## src/rtl/seq_multiplier_pkg.sv

```systemverilog
// mult_pkg: shared state encoding, default width and counter sizing for seq_multiplier
package mult_pkg;
    typedef enum logic [1:0] {IDLE, RUN, FIX, DONE} mult_state_t;
    localparam int DEFAULT_WORD_LENGTH = 16;
    function automatic int cnt_width(input int w);
        return $clog2(w + 1);
    endfunction
endpackage

```

## src/rtl/seq_multiplier_if.sv

```systemverilog
// seq_multiplier_if: start/done handshake, operands and signed product of seq_multiplier
interface seq_multiplier_if import mult_pkg::*; #(parameter int WORD_LENGTH = DEFAULT_WORD_LENGTH);
    logic                       start;
    logic [WORD_LENGTH-1:0]     multiplicand;
    logic [WORD_LENGTH-1:0]     multiplier;
    logic [2*WORD_LENGTH-1:0]   product;
    logic                       sign;
    logic                       busy;
    logic                       done;
    modport master(output start, multiplicand, multiplier, input product, sign, busy, done);
    modport slave(input start, multiplicand, multiplier, output product, sign, busy, done);
endinterface

```

## src/rtl/seq_multiplier_abs.sv

```systemverilog
// abs_sign_unit: two's-complement operand to unsigned magnitude plus sign bit
module abs_sign_unit #(parameter int W = 16) (
    input  logic [W-1:0] x,
    output logic [W-1:0] mag,
    output logic         neg
);
    assign neg = x[W-1];
    assign mag = neg ? ~x + 1'b1 : x;
endmodule

```

## src/rtl/seq_multiplier.sv

```systemverilog
// seq_multiplier: signed shift-add multiplier, one bit per cycle; SEQ_MULT_EARLY_TERMINATE_EN stops once the multiplier runs out of set bits
module seq_multiplier import mult_pkg::*; #(parameter int WORD_LENGTH = DEFAULT_WORD_LENGTH) (
    input logic             clk,
    input logic             reset,
    seq_multiplier_if.slave bus
);
    localparam int W  = WORD_LENGTH;
    localparam int CW = cnt_width(W);
    mult_state_t   state, state_n;
    logic [2*W-1:0] mcand, acc, product_q;
    logic [W-1:0]   mreg, mag_a, mag_b;
    logic [CW-1:0]  cnt;
    logic           neg, sign_q, neg_a, neg_b, last;
    abs_sign_unit #(.W(W)) u_abs_a (.x(bus.multiplicand), .mag(mag_a), .neg(neg_a));
    abs_sign_unit #(.W(W)) u_abs_b (.x(bus.multiplier), .mag(mag_b), .neg(neg_b));
    assign bus.product = product_q;
    assign bus.sign    = sign_q;
    assign bus.busy    = (state == RUN) || (state == FIX);
    assign bus.done    = state == DONE;
`ifdef SEQ_MULT_EARLY_TERMINATE_EN
    // leave RUN on the edge that shifts out the last set multiplier bit
    assign last = (cnt == CW'(W - 1)) || (mreg[W-1:1] == '0);
`else
    assign last = cnt == CW'(W - 1);
`endif
    always_comb begin
        state_n = state == IDLE ? (bus.start ? RUN : IDLE) :
                  state == RUN  ? (last ? FIX : RUN) :
                  state == FIX  ? DONE : IDLE;
    end
    always_ff @(posedge clk) begin
        if (!reset) begin
            state     <= IDLE;
            mcand     <= '0;
            acc       <= '0;
            mreg      <= '0;
            cnt       <= '0;
            neg       <= 1'b0;
            product_q <= '0;
            sign_q    <= 1'b0;
        end else begin
            state <= state_n;
            if (state == IDLE && bus.start) begin
                mcand <= {{W{1'b0}}, mag_a};
                mreg  <= mag_b;
                neg   <= neg_a ^ neg_b;
                acc   <= '0;
                cnt   <= '0;
            end
            if (state == RUN) begin
                if (mreg[0]) acc <= acc + mcand;
                mcand <= mcand << 1;
                mreg  <= mreg >> 1;
                cnt   <= cnt + 1'b1;
            end
            if (state == FIX) begin
                product_q <= neg ? -acc : acc;
                sign_q    <= neg && (acc != '0);
            end
        end
    end
endmodule

```

## src/flat_wrapper.sv

```systemverilog
// flat-port wrapper written by rule: the top's interface ports become plain ports
module seq_multiplier_flat import mult_pkg::*;
#(parameter int WORD_LENGTH = DEFAULT_WORD_LENGTH)
  (clk, reset, bus_start, bus_multiplicand, bus_multiplier, bus_product, bus_sign, bus_busy, bus_done);
  seq_multiplier_if #(.WORD_LENGTH(WORD_LENGTH)) bus_i ();
  input logic clk;
  input logic reset;
  input wire logic [$bits(bus_i.start)-1:0] bus_start;
  input wire logic [$bits(bus_i.multiplicand)-1:0] bus_multiplicand;
  input wire logic [$bits(bus_i.multiplier)-1:0] bus_multiplier;
  output wire logic [$bits(bus_i.product)-1:0] bus_product;
  output wire logic [$bits(bus_i.sign)-1:0] bus_sign;
  output wire logic [$bits(bus_i.busy)-1:0] bus_busy;
  output wire logic [$bits(bus_i.done)-1:0] bus_done;
  assign bus_i.start = bus_start;
  assign bus_i.multiplicand = bus_multiplicand;
  assign bus_i.multiplier = bus_multiplier;
  assign bus_product = bus_i.product;
  assign bus_sign = bus_i.sign;
  assign bus_busy = bus_i.busy;
  assign bus_done = bus_i.done;
  seq_multiplier #(.WORD_LENGTH(WORD_LENGTH)) u_core (.clk(clk), .reset(reset), .bus(bus_i));
endmodule
```

## config.mk

```make
export PLATFORM = sky130hd
export DESIGN_NAME = seq_multiplier_flat
export DESIGN_NICKNAME = d
export VERILOG_FILES = /design/src/rtl/seq_multiplier_pkg.sv /design/src/rtl/seq_multiplier_if.sv /design/src/rtl/seq_multiplier_abs.sv /design/src/rtl/seq_multiplier.sv /design/src/flat_wrapper.sv
export SDC_FILE = /design/constraint.sdc
export NUM_CORES = 1
export LEC_CHECK = 0
export CAP_MARGIN = 20
export CORE_MARGIN = 4
export CORE_UTILIZATION = 56
export DETAILED_ROUTE_END_ITERATION = 6
export PLACE_DENSITY_LB_ADDON = 0.08
export SETUP_SLACK_MARGIN = 0.15
export SYNTH_ARGS = -nofsm -noshare
export SYNTH_HDL_FRONTEND = slang
export SYNTH_SLANG_ARGS = --single-unit
```

## constraint.sdc

```tcl
create_clock -name clk -period 3.6 [get_ports clk]
set_input_delay 0.72 -clock clk [delete_from_list [all_inputs] [get_ports clk]]
set_output_delay 0.72 -clock clk [all_outputs]
set_load 0.02 [all_outputs]
```

## After elaboration in Yosys (flattened, before gate mapping)

Index checks and enable logic that the tools add are counted.

| word-level totals | value |
|---|---|
| register bits | 121 |
| bits in latches | 0 |
| bits in writable memories | 0 |
| bits in read-only memories | 0 |
| output and inout port bits | 35 |
| logic and storage cells | 47 |
| memories kept | 0 |

| cells by class | value |
|---|---|
| add/sub/neg operators | 5 |
| $mul | 0 |
| div/mod/pow operators | 0 |
| order comparisons | 0 |
| equality and inequality tests | 4 |
| shifts and indexed selects | 0 |
| mux-type cells | 17 |
| bitwise operators | 4 |
| reduce and logical (&&, ||, !) cells | 7 |

Operators with widths:

| operator | number |
|---|---|
| 2-to-1 mux 32 bit | 6 |
| adder 16 x 1 -> 16 bit, second input constant | 2 |
| adder 32 bit | 1 |
| 2-to-1 mux 16 bit | 2 |
| negation 32 bit | 1 |
| inverter 16 bit | 2 |
| nonzero test 32 bit | 1 |
| 2-to-1 mux 15 bit | 2 |
| 2-to-1 mux 5 bit | 2 |
| 2-to-1 mux 2 bit | 4 |
| adder 5 x 1 -> 5 bit, second input constant | 1 |
| == test 5 x 4 -> 1 bit, second input constant | 1 |
| == test 2 bit, second input constant | 2 |
| == test 2 x 1 -> 1 bit, second input constant | 1 |
| logical AND 1 bit | 2 |
| zero test 2 bit | 1 |
| nonzero test 2 bit | 1 |
| OR reduction 2 bit | 1 |
| logical OR 1 bit | 1 |
| 2-to-1 mux 1 bit | 1 |
| inverter 1 bit | 1 |
| bitwise XOR 1 bit | 1 |

## Logic depth before layout (Yosys ltp)

| logic depth | value |
|---|---|
| depth after elaboration | 5 |
| gate-level depth with buffers | 10 |

## Hierarchy

Synthesis repeated with hierarchy kept, for this count alone.

| unflattened totals | value |
|---|---|
| cells, all modules | 974 |
| area, all modules | 7763.7 um2 |

By module, submodules not included:

| module | instances | cells an instance | area an instance (um2) | sequential area each (um2) |
|---|---|---|---|---|
| seq_multiplier | 1 | 876 | 7018.0 | 2422.3 |
| abs_sign_unit | 2 | 49 | 372.9 | 0.0 |

## Worst setup path after synthesis

OpenSTA, ideal clock, no wires.

| timing path | value |
|---|---|
| path type | in2reg |
| from | input bus_multiplier[0] |
| to | register u_core.mreg[12] |
| library setup time | 0.076 ns |
| arrival | 2.546 ns |
| setup slack | 0.979 ns |
| cell stages on the path | 9 |
| path buffers | 0 |
| cells stage by stage | inv_1 > ha_1 > nand2_1 > or3_1 > or4_1 > o41ai_1 > xor2_1 > a211o_1 > a21boi_0 |

| between the ends | value |
|---|---|
| longest elaborated chain between the ends | 5 |

Ends and longest elaborated chain:

| element | RTL line | RTL |
|---|---|---|
| from (decl) | flat_wrapper.sv:10 | `input wire logic [$bits(bus_i.multiplier)-1:0] bus_multiplier;` |
| inverter 16 bit | seq_multiplier_abs.sv:8 | `assign mag = neg ? ~x + 1'b1 : x;` |
| adder 16 x 1 -> 16 bit | seq_multiplier_abs.sv:8 |  |
| 2-to-1 mux 16 bit | seq_multiplier_abs.sv:8 |  |
| 2-to-1 mux 15 bit | seq_multiplier.sv:43 | `if (state == IDLE && bus.start) begin` |
| 2-to-1 mux 15 bit | seq_multiplier.sv:50 | `if (state == RUN) begin` |
| to (signal assigned) | seq_multiplier.sv:45 | `mreg <= mag_b;` |
| to (signal assigned) | seq_multiplier.sv:53 | `mreg <= mreg >> 1;` |
| to (decl) | seq_multiplier.sv:11 | `logic [W-1:0] mreg, mag_a, mag_b;` |

Every way passes these cells. The select of a mux whose other input is x is not followed.
A chain may end at the register's enable or synchronous reset.

## Worst setup path after layout

| timing path | value |
|---|---|
| from | register u_core.acc[0] |
| to | register u_core.acc[28] |

| between the ends | value |
|---|---|
| longest elaborated chain between the ends | 3 |

Ends and longest elaborated chain:

| element | RTL line | RTL |
|---|---|---|
| from (decl) | seq_multiplier.sv:10 | `logic [2*W-1:0] mcand, acc, product_q;` |
| from (signal assigned) | seq_multiplier.sv:51 | `if (mreg[0]) acc <= acc + mcand;` |
| adder 32 bit | seq_multiplier.sv:51 |  |
| 2-to-1 mux 32 bit | seq_multiplier.sv:51 |  |
| 2-to-1 mux 32 bit | seq_multiplier.sv:50 |  |

Every way passes these cells.

==> summary.md <==
| Metric | Value |
|---|---|
| Outcome | `finished, final reports clean` |
| Total Power | `0.003535 W` |
| Setup TNS | `0 ns` |
| Worst r2r src | `u_core.acc[0]` |
| Worst setup EP type | `flop` |
| Sequential area share after synthesis | `0.3193` |
| Diodes inserted | `0` |
| Fillers | `1129` |
| Crit-path cells | `ha_1 -> fa_1 -> a21oi_1 -> o311a_1 -> or4_1 -> o211ai_1 -> o221ai_1 -> o31ai_1 -> nor3_1 -> o31ai_1` |
| Worst Reg-to-Reg Cells | `10` |
| CP bufs+invs | `0` |
| RR Endpoint | `u_core.acc[28]` |
| Synth unique cells | `56` |
| Row cnt | `42` |
| Avg Inst Size Synth | `8.167 um^2` |
| Core area | `13240 um^2` |
| Post-CTS Setup Bufs | `0` |
| Critical path startpoint category | `flop` |
| Vias/cell | `5.829` |
| Worst EP arrival | `3.38 ns` |
| F_max | `0.3287 GHz` |
| Ys async rst share | `0` |
| MaxCap Viol Count | `0` |
| CTS tree | `done` |
| Vias in the first global route | `6539` |
| Power Density | `395.1 nW/um^2` |
| CP max stage delay | `0.45 ns` |
| Final period utilization | `0.8451` |
| Final #Nets | `1040` |
| Initial antenna violation count | `0` |
| Initial Util | `0.5729` |
| Cell seen most often among critical-path stages | `o31ai_1` |
| Gpl congestion | `0.9447` |
| DRC viols | `0` |
| DP HPWL | `13.18 mm` |
| Antenna-violating nets left | `0` |
| Synth top area share | `0.3193` |
| Via count | `6721` |
| Die area | `15480 um^2` |
| Leakage | `3.793 nW` |
| Post-CTS Hold Buffers | `0` |
| Most common cell after layout, fill and taps aside | `nand2_1` |
| Resized cells post-CTS | `0` |
| 1st-iter DRT viols | `359` |
| Cell Area, Synth | `7587 um^2` |
| Worst hold start | `u_core.mreg[15]` |
| R2r setup slk | `0.56 ns` |
| Req. time, crit path | `3.93 ns` |
| Max clock buf depth | `2` |
| Clk sinks | `121` |
| Synth Flop Type | `dfxtp_1` |
| CP max-delay cell | `or4_1` |
| Family with the most delay on the worst path | `compound AO/OA/AOI/OAI gates` |
| CTS HTree Levels | `4` |
| Minimum clock period | `3.042 ns` |
| DIE WIDTH | `124.4 um` |
| Num ports | `70` |
| Synth area leaders | `dfxtp_1 32%, xor2_1 7.0%, ha_1 6.6%, nand2_1 6.3%, nor2b_1 4.2%` |
| Number of flops mapped to enable cells by yosys | `0` |
| Grt total ovfl | `0` |
| Worst Tran Pin Value | `0.9743 ns` |
| Worst Setup Path Type | `flop to flop` |
| Hold Path Class | `flop to flop` |
| Die height | `124.4 um` |
| RSZ-0062 raised after global routing | `false` |
| Worst path depth | `10` |
| Post-layout util | `0.6756` |
| Wire per inst | `15.80 um` |
| Cells after Synth | `929` |
| IR Drop Worst-Case VDD | `0.3432 mV` |
| Pins Over Slew Limit | `0` |
| PortBufs | `69` |
| Post-Syn Nets | `1005` |
| Register bit count reported by yosys | `121` |
| Warning count from the yosys run | `0` |
| Number of CTS-inserted buffers | `17` |
| Global-route wire length before repair | `30.98 mm` |
| Relative slew slack | `0.3496` |
| Worst skew pair latency | `0.42 ns` |
| Root buffer cell | `clkbuf_16` |
| Clk slew on worst S/H paths | `0.06 ns` |
| Setup crit end | `u_core.acc[28]` |
| Layout cells sized above 1 | `0.05322` |
| Largest net degree at the start of global routing | `107` |
| Clock skew | `0.01320 ns` |
| Drt first pass iters | `5` |
| Final hold vios | `0` |
| Critical Path Fanout Max | `6` |
| Post-synth top area cell | `dfxtp_1` |
| Routed WL | `18.21 mm` |
| All-layer global routing usage | `0.2372` |
| Most frequent cells in the layout | `128 x nand2_1, 121 x dfxtp_1, 68 x clkdlybuf4s50_1, 61 x o21ai_0, 61 x xor2_1` |
| Crit path from | `u_core.acc[0]` |
| Finish-stage setup viols | `0` |
| Area delta synth->final | `17.93%` |
routing by layer:
| layer | up-vias | GRT usage | share of wire | wire length [um] |
|---|---|---|---|---|
| met2 | 129 | 0.4128 | 0.50 | 9088 |
| met3 | 20 | 0.04931 | 0.034 | 626 |
| met4 | 0 | 0.06641 | 0.011 | 208 |
| met5 | - | 0 | 0 | 0 |
| li1 | 3400 | - | - | - |
| met1 | 3172 | 0.2966 | 0.46 | 8289 |
worst min path at each step:
stage	to	slack (ns)	depth (start not counted)
final	u_core.mreg[14]	0.46	2
after CTS	u_core.mreg[14]	0.47	2
after floorplan	u_core.mreg[10]	0.44	2
after global placement	u_core.mreg[13]	0.45	2
after detailed placement	u_core.mreg[14]	0.47	2
after global routing	u_core.bus.product[28]	0.50	1
Yosys cell counts, types with 7 or more instances:
master and n:
a211o_1 8, a211oi_1 26, a21boi_0 8, a21o_1 17
a21oi_1 54, a22oi_1 11, a31oi_1 7, and2_1 23
buf_1 7, clkbuf_1 53, dfxtp_1 121, ha_1 40
inv_1 16, mux2i_1 16, nand2_1 128, nand3_1 10
nand4_1 8, nor2_1 42, nor2b_1 51, nor3_1 9
o211a_1 26, o21ai_0 61, o31ai_1 20, o41ai_1 9
or3_1 8, or4_1 8, xnor2_1 21, xor2_1 61
tightest hold or removal path, delay by kind of cell, from the launching register on:
family	cells	cell delay (ns)
simple gates	1	0.05
compound gates	1	0.06
flops	1	0.30
where the power goes:
group / internal, W / switching, W
clock network: 0.00118 / 0.000593
logic: 0.000153 / 0.000199
registers: 0.00138 / 0.0000379
total: 0.00271 / 0.000830
registers in the layout, indices dropped and copies added, names as in the netlist:
register and cells:
u_core.neg 1, u_core.bus.product 32, u_core.state 2, u_core.mcand 32, u_core.mreg 16, u_core.acc 32
u_core.cnt 5, u_core.bus.sign 1
cell type report:
| cell class | instances | area, um^2 | share of cell area |
|---|---|---|---|
| clock buffer | 25 | 505.5 | 0.05650 |
| timing repair buffer | 78 | 753.2 | 0.08418 |
| inverter | 16 | 60.06 | 0.006712 |
| clock inverter | 7 | 112.6 | 0.01259 |
| sequential | 121 | 2422 | 0.2707 |
| multi-input combinational | 730 | 4873 | 0.5447 |
| tap | 176 | 220.2 | 0.02461 |
through the flow:
step	std cells	worst slack [ns]	hold WS, ns	area [um^2]
finish	1153	0.5578	0.4621	8947
global route	1153	0.3794	0.4970	8947
CTS	1153	0.6097	0.4676	8947
detailed placement	1121	0.2898	0.4655	8329
global placement	1121	0.3772	0.4455	8329
floorplan	929	0.9786	0.4414	7587
logic make-up (layout without fill, tap and decap cells):
logic type,Yosys count,in the layout,share of synthesized area
mux,16,16,0.02111
xor+xnor,82,82,0.09466
flops,121,121,0.3193
simple gates,316,316,0.2070
buf+inv,78,126,0.03925
fa+ha+maj,41,41,0.06860
compound gates,275,275,0.2502
Note: power is estimated with default switching activity, not from simulation.
